**config.mk**
```make
export PLATFORM = sky130hd
export DESIGN_NAME = seven_seg_scanner
export DESIGN_NICKNAME = d
export VERILOG_FILES = /design/src/rtl/display_pkg.sv /design/src/rtl/refresh_prescaler.sv /design/src/rtl/seven_seg_scanner.sv
export SDC_FILE = /design/constraint.sdc
export NUM_CORES = 1
export LEC_CHECK = 0
export BUFFER_PORTS_ARGS = -buffer_cell sky130_fd_sc_hd__buf_2
export CORE_ASPECT_RATIO = 0.5
export CORE_MARGIN = 1
export CORE_UTILIZATION = 30
export CTS_BUF_LIST = sky130_fd_sc_hd__clkbuf_8
export DETAILED_ROUTE_END_ITERATION = 10
export GPL_TIMING_DRIVEN = 0
export HOLD_SLACK_MARGIN = 0.05
export SETUP_SLACK_MARGIN = 0.05
export SKIP_LAST_GASP = 1
export SLEW_MARGIN = 25
export SYNTH_ARGS = -nofsm -noshare
export SYNTH_HDL_FRONTEND = slang
export SYNTH_SLANG_ARGS = --single-unit
```
**constraint.sdc**
```tcl
create_clock -name CLK -period 5.7 [get_ports CLK]
set_clock_uncertainty 0.05 [all_clocks]
set_input_delay 0.855 -clock CLK [delete_from_list [all_inputs] [get_ports CLK]]
set_output_delay 0.855 -clock CLK [all_outputs]
set_load 0.005 [all_outputs]
```
**src/rtl/display_pkg.sv**
```systemverilog
// Shared constants and helpers for the seven-segment display scanner.
// Supplies default timing, the digit-index width rule and the blank-anode pattern.
package display_pkg;

  localparam int DEFAULT_REFRESH_DIV = 50000;
  localparam int DEFAULT_ERR_HOLD    = 25000000;
  localparam int MAX_DIGITS          = 8;

  localparam logic [MAX_DIGITS-1:0] ANODE_OFF = 8'hFF;

  // A two-digit display still needs one index bit, so the width never drops below 1.
  function automatic int idx_width(input int num_digits);
    return (num_digits > 2) ? $clog2(num_digits) : 1;
  endfunction

endpackage

```
**src/rtl/refresh_prescaler.sv**
```systemverilog
// Free-running wrap counter that produces a one-cycle tick every DIV clocks.
// The tick marks the last cycle of each digit slot.
module refresh_prescaler
  import display_pkg::*;
#(
  parameter int DIV = DEFAULT_REFRESH_DIV
) (
  input  logic CLK,
  input  logic RST,
  output logic tick
);

  localparam int             CW   = (DIV > 2) ? $clog2(DIV) : 1;
  localparam logic [CW-1:0]  LAST = CW'(DIV - 1);

  logic [CW-1:0] r_count;

  assign tick = (r_count == LAST);

  // Slot counter: 0..DIV-1, wrapping on the tick.
  always_ff @(posedge CLK or negedge RST) begin
    if (!RST) begin
      r_count <= '0;
    end else if (tick) begin
      r_count <= '0;
    end else begin
      r_count <= r_count + 1'b1;
    end
  end

endmodule

```
**src/rtl/seven_seg_scanner.sv**
```systemverilog
// Scans a scrolling hex history of received UART bytes across a multiplexed display
// and holds an error LED for a fixed time after any framing or parity error.
module seven_seg_scanner
  import display_pkg::*;
#(
  parameter int NUM_DIGITS  = 4,
  parameter int REFRESH_DIV = DEFAULT_REFRESH_DIV,
  parameter int ERR_HOLD    = DEFAULT_ERR_HOLD
) (
  input  logic                  CLK,
  input  logic                  RST,
  input  logic [7:0]            rx_data,
  input  logic                  rx_valid,
  input  logic                  par_err,
  input  logic                  stp_err,
  output logic [3:0]            bcd,
  output logic                  dec_en,
  output logic [NUM_DIGITS-1:0] anode,
  output logic                  err_led
);

  localparam int              IW       = idx_width(NUM_DIGITS);
  localparam int              NP       = NUM_DIGITS / 2;
  localparam int              EW       = $clog2(ERR_HOLD + 1);
  localparam logic [IW-1:0]   IDX_LAST = IW'(NUM_DIGITS - 1);
  localparam logic [EW-1:0]   ERR_LOAD = EW'(ERR_HOLD);

  logic                         w_tick;
  logic                         w_load;
  logic                         w_err;
  logic [IW-1:0]                w_idx_next;
  logic [EW-1:0]                w_err_cnt_next;
  logic [NUM_DIGITS-1:0]        w_anode_next;
  logic [3:0]                   w_bcd_next;
  logic                         w_den_next;

  logic [IW-1:0]                r_idx;
  logic [NUM_DIGITS-1:0][3:0]   r_digits;
  logic [NP-1:0]                r_valid;
  logic [EW-1:0]                r_err_cnt;
  logic                         r_err_led;
  logic [NUM_DIGITS-1:0]        r_anode;
  logic [3:0]                   r_bcd;
  logic                         r_dec_en;

  refresh_prescaler #(.DIV(REFRESH_DIV)) u_prescaler (
    .CLK  (CLK),
    .RST  (RST),
    .tick (w_tick)
  );

  assign w_load = rx_valid & ~par_err & ~stp_err;
  assign w_err  = rx_valid & (par_err | stp_err);

  // Next digit index: advances on the slot tick and wraps after the last digit.
  always_comb begin
    w_idx_next = r_idx;
    if (w_tick) begin
      if (r_idx == IDX_LAST) begin
        w_idx_next = '0;
      end else begin
        w_idx_next = r_idx + 1'b1;
      end
    end else begin
      w_idx_next = r_idx;
    end
  end

  // Error hold: a new error reloads the full hold, otherwise count down to zero.
  always_comb begin
    w_err_cnt_next = r_err_cnt;
    if (w_err) begin
      w_err_cnt_next = ERR_LOAD;
    end else if (r_err_cnt != '0) begin
      w_err_cnt_next = r_err_cnt - 1'b1;
    end else begin
      w_err_cnt_next = '0;
    end
  end

  // Output mux keyed on the upcoming index so the anode tracks the index with no lag;
  // digit contents are the ones held before any load happening this cycle.
  always_comb begin
    w_anode_next = ANODE_OFF[NUM_DIGITS-1:0];
    w_bcd_next   = 4'h0;
    w_den_next   = 1'b0;
    for (int k = 0; k < NUM_DIGITS; k++) begin
      if (int'(w_idx_next) == k) begin
        w_anode_next[k] = 1'b0;
        w_bcd_next      = r_digits[k];
        w_den_next      = r_valid[k/2];
      end else begin
        w_anode_next[k] = 1'b1;
      end
    end
  end

  // Scroll history: each good byte pushes the older pairs up one position.
  always_ff @(posedge CLK or negedge RST) begin
    if (!RST) begin
      r_digits <= '0;
      r_valid  <= '0;
    end else if (w_load) begin
      for (int k = NUM_DIGITS - 1; k >= 2; k--) begin
        r_digits[k] <= r_digits[k-2];
      end
      r_digits[1] <= rx_data[7:4];
      r_digits[0] <= rx_data[3:0];
      for (int p = NP - 1; p >= 1; p--) begin
        r_valid[p] <= r_valid[p-1];
      end
      r_valid[0] <= 1'b1;
    end else begin
      r_digits <= r_digits;
      r_valid  <= r_valid;
    end
  end

  // Index, error timer and registered display outputs.
  always_ff @(posedge CLK or negedge RST) begin
    if (!RST) begin
      r_idx     <= '0;
      r_err_cnt <= '0;
      r_err_led <= 1'b0;
      r_anode   <= ANODE_OFF[NUM_DIGITS-1:0];
      r_bcd     <= 4'h0;
      r_dec_en  <= 1'b0;
    end else begin
      r_idx     <= w_idx_next;
      r_err_cnt <= w_err_cnt_next;
      r_err_led <= (w_err_cnt_next != '0);
      r_anode   <= w_anode_next;
      r_bcd     <= w_bcd_next;
      r_dec_en  <= w_den_next;
    end
  end

  assign anode   = r_anode;
  assign bcd     = r_bcd;
  assign dec_en  = r_dec_en;
  assign err_led = r_err_led;

endmodule

```
==> metrics.yaml <==
status: "completed"
p_leak_nw: 1.53
dr.first_iter.drc_count: 122
crit_family: "simple AND/OR/NAND/NOR gates"
grt_usage_pct: 12.3
layout_min_cycle_time_ps: 3150
synthArstFlopShare_pct: 100
max_freq_ghz: 0.318
grt_pass1_vias: 2332
maxCapViolations: 0
final_max_slew_viol_count: 0
syn_nets: 326
synth-seq-cells: 71
syn_inst: 310
cpMostUsedCell: "mux2i_1"
floorplan.rows: 26
synth.most_common_cell: "dfrtp_1"
gp_congestion: 0.800
power_density_nw_per_um2: 313
p_sw_share_pct: 28.7
overflow: 0
cts_tree: "yes"
synthTopCellsByCount: "dfrtp_1, nor2_1, xnor2_1, mux2_2, nand2_1"
drtPass1Iterations: 4
grt_pass1_wl_mm: 11.5
regArea_sq_um: 1780
final_core_utilization_pct: 36.7
seq_power_share_pct: 50.6
final_nets: 360
syn_avg_cell_area_sq_um: 10.9
crit_path_max_incr_delay_ps: 640
pre_cts_slack_ps: 2550
yosys.area.top_type: "dfrtp_1"
synth_cell_type_count: 49
crit_path_max_fanout: 10
die_area_sq_um: 11700
synth_edf_count: 0
core_sq_um: 10600
antenna_found_initial: 0
cts-hold-fix-buffers: 0
power_frac_clock_pct: 33.2
yosysSeqAreaShare_pct: 52.8
clkTransAtPathRegs_ps: 70
die_w_um: 152
fin_crit_sh_pct: 55.3
ir_drop_v: 0.000184
dominantRegCellSynth: "dfrtp_1"
viasPerCell: 4.83
critical-path-slowest-cell: "mux2i_1"
io_pins: 23
cts.sinks: 71
arrival_ps: 3300
post-dp-hpwl_mm: 4.44
setup_viol: 0
cp-start-kind: "flop"
power_switching_w: 0.000349
ys_warn_count: 0
drc: 0
cp.required_ps: 5850
hold_viol: 0
diodes: 0
cts_setup_buffers: 0
synth_top_area_share_pct: 49.7
critPathBufInv: 1
endpoint_kind: "flop"
synthesis.area_sq_um: 3370
ant_nets: 0
initial_core_util_pct: 31.9
fillCellCount: 1040
clockRootBuffer: "clkbuf_8"
max_slew_margin_pct: 54.2
fp.dieH_um: 77.0
min_path_type: "in2async"
routed_wl_mm: 6.51
routedWlPerCell_um: 13.3
synth_top_cells_by_area: "dfrtp_1, mux2_2, xnor2_1, nor2_1, dfstp_2"
grt_max_degree: 39
clk_path_buf_depth: 2
p_int_w: 0.000866
worst_pin_slew_ps: 668
drive_gt1_share_pct: 21.5
route.vias.total: 2363
multi_input_area_sq_um: 1520
clk_latency_ps: 350
rsz0062_at_grt: "no"
setup_slack_ps: 2550
path_class: "reg2reg"
cts_resized: 0
port_buffers: 22
syn_to_final_growth_pct: 15.1
pwr-share-comb_pct: 16.2
fin_setup_tns_ps: 0
cp_cell_sequence: "or4b_1 > nor4_1 > mux2i_1 > clkbuf_1 > mux2i_1 > a21oi_1"
cts_buffers: 9
htreeDepth: 3
==> final timing paths <==
| kind | startpoint | to | slack, ps | depth (start not counted) |
|---|---|---|---|---|
| max in group asynchronous | RST | anode[3]$_DFF_PN1_ | 4600 | 2 |
| max reg2reg | u_prescaler.r_count[5]$_DFF_PN0_ | bcd[1]$_DFF_PN0_ | 2550 | 6 |
| min in group CLK | u_prescaler.r_count[10]$_DFF_PN0_ | u_prescaler.r_count[10]$_DFF_PN0_ | 440 | 1 |
| max | u_prescaler.r_count[5]$_DFF_PN0_ | bcd[1]$_DFF_PN0_ | 2550 | 6 |
| min reg2reg | u_prescaler.r_count[10]$_DFF_PN0_ | u_prescaler.r_count[10]$_DFF_PN0_ | 440 | 1 |
| min | RST | u_prescaler.r_count[3]$_DFF_PN0_ | 390 | 1 |
==> area by class of cell <==
type / instances / share of cell area (%)
plain buffers: 11 / 1.19
repair buffers: 23 / 3.42
clock buffers: 10 / 3.55
well taps: 140 / 4.51
inverters: 8 / 0.774
flip-flops and latches: 71 / 45.9
clock inverters: 6 / 1.61
multi-input cells: 220 / 39.0
==> metrics by stage <==
stage                     power, W  hold WS, ps  cell area (sq um)  std cells
after detailed placement  0.000822          420               3680        473
after CTS                  0.00123          396               3880        489
after global routing       0.00129          409               3880        489
after floorplan           0.000759          401               3370        310
final                      0.00121          394               3880        489
after global placement    0.000816          422               3660        472
==> state kept, by name (all words and copies together), names as in the netlist <==
| name | cells |
|---|---|
| anode | 4 |
| bcd | 4 |
| dec_en | 1 |
| err_led | 1 |
| r_digits | 16 |
| r_err_cnt | 25 |
| r_idx | 2 |
| r_valid | 2 |
| u_prescaler.r_count | 16 |
==> cells in the final DEF (no fill, tap or decap), drive strengths merged, types with 3 or more instances in the layout <==
cell type,count
inv,10
clkbuf,15
mux2i,6
or3,6
nor2b,6
nand2,18
nor3,11
xor2,11
a21oi,7
nand3,9
a211oi,6
buf,29
o21ai,18
ha,3
nand4,5
dfstp,4
dfrtp,67
xnor2,20
or4,3
nor4,12
mux2,18
nand2b,4
nand4b,3
or2,4
nor2,30
==> layer usage <==
| metal | GRT usage (%) | vias up | routed length (um) |
|---|---|---|---|
| met5 | 0 | - | 0 |
| met4 | 5.51 | 0 | 97 |
| met3 | 3.45 | 9 | 195 |
| met2 | 18.9 | 30 | 2880 |
| met1 | 16.2 | 1150 | 3340 |
| li1 | - | 1174 | - |
==> cells by family after synthesis <==
family | share of synthesized area, %
XOR/XNOR | 8.05
buffers and inverters | 2.26
multiplexers | 7.79
adder cells (fa/ha/maj) | 1.11
AND/OR/NAND/NOR | 19.2
AO/OA/AOI/OAI | 8.79
flip-flops | 52.8
==> power by group through the flow <==
stage / clock network (W) / logic (W) / registers, W
2_1_floorplan: 0 / 0.000147 / 0.000612
3_3_place_gp: 0 / 0.000194 / 0.000622
5_1_grt: 0.000442 / 0.000219 / 0.000625
4_1_cts: 0.000417 / 0.000199 / 0.000615
6_report: 0.000403 / 0.000197 / 0.000615
3_5_place_dp: 0 / 0.000198 / 0.000624
No activity file was read; power rests on OpenSTA's default activity.
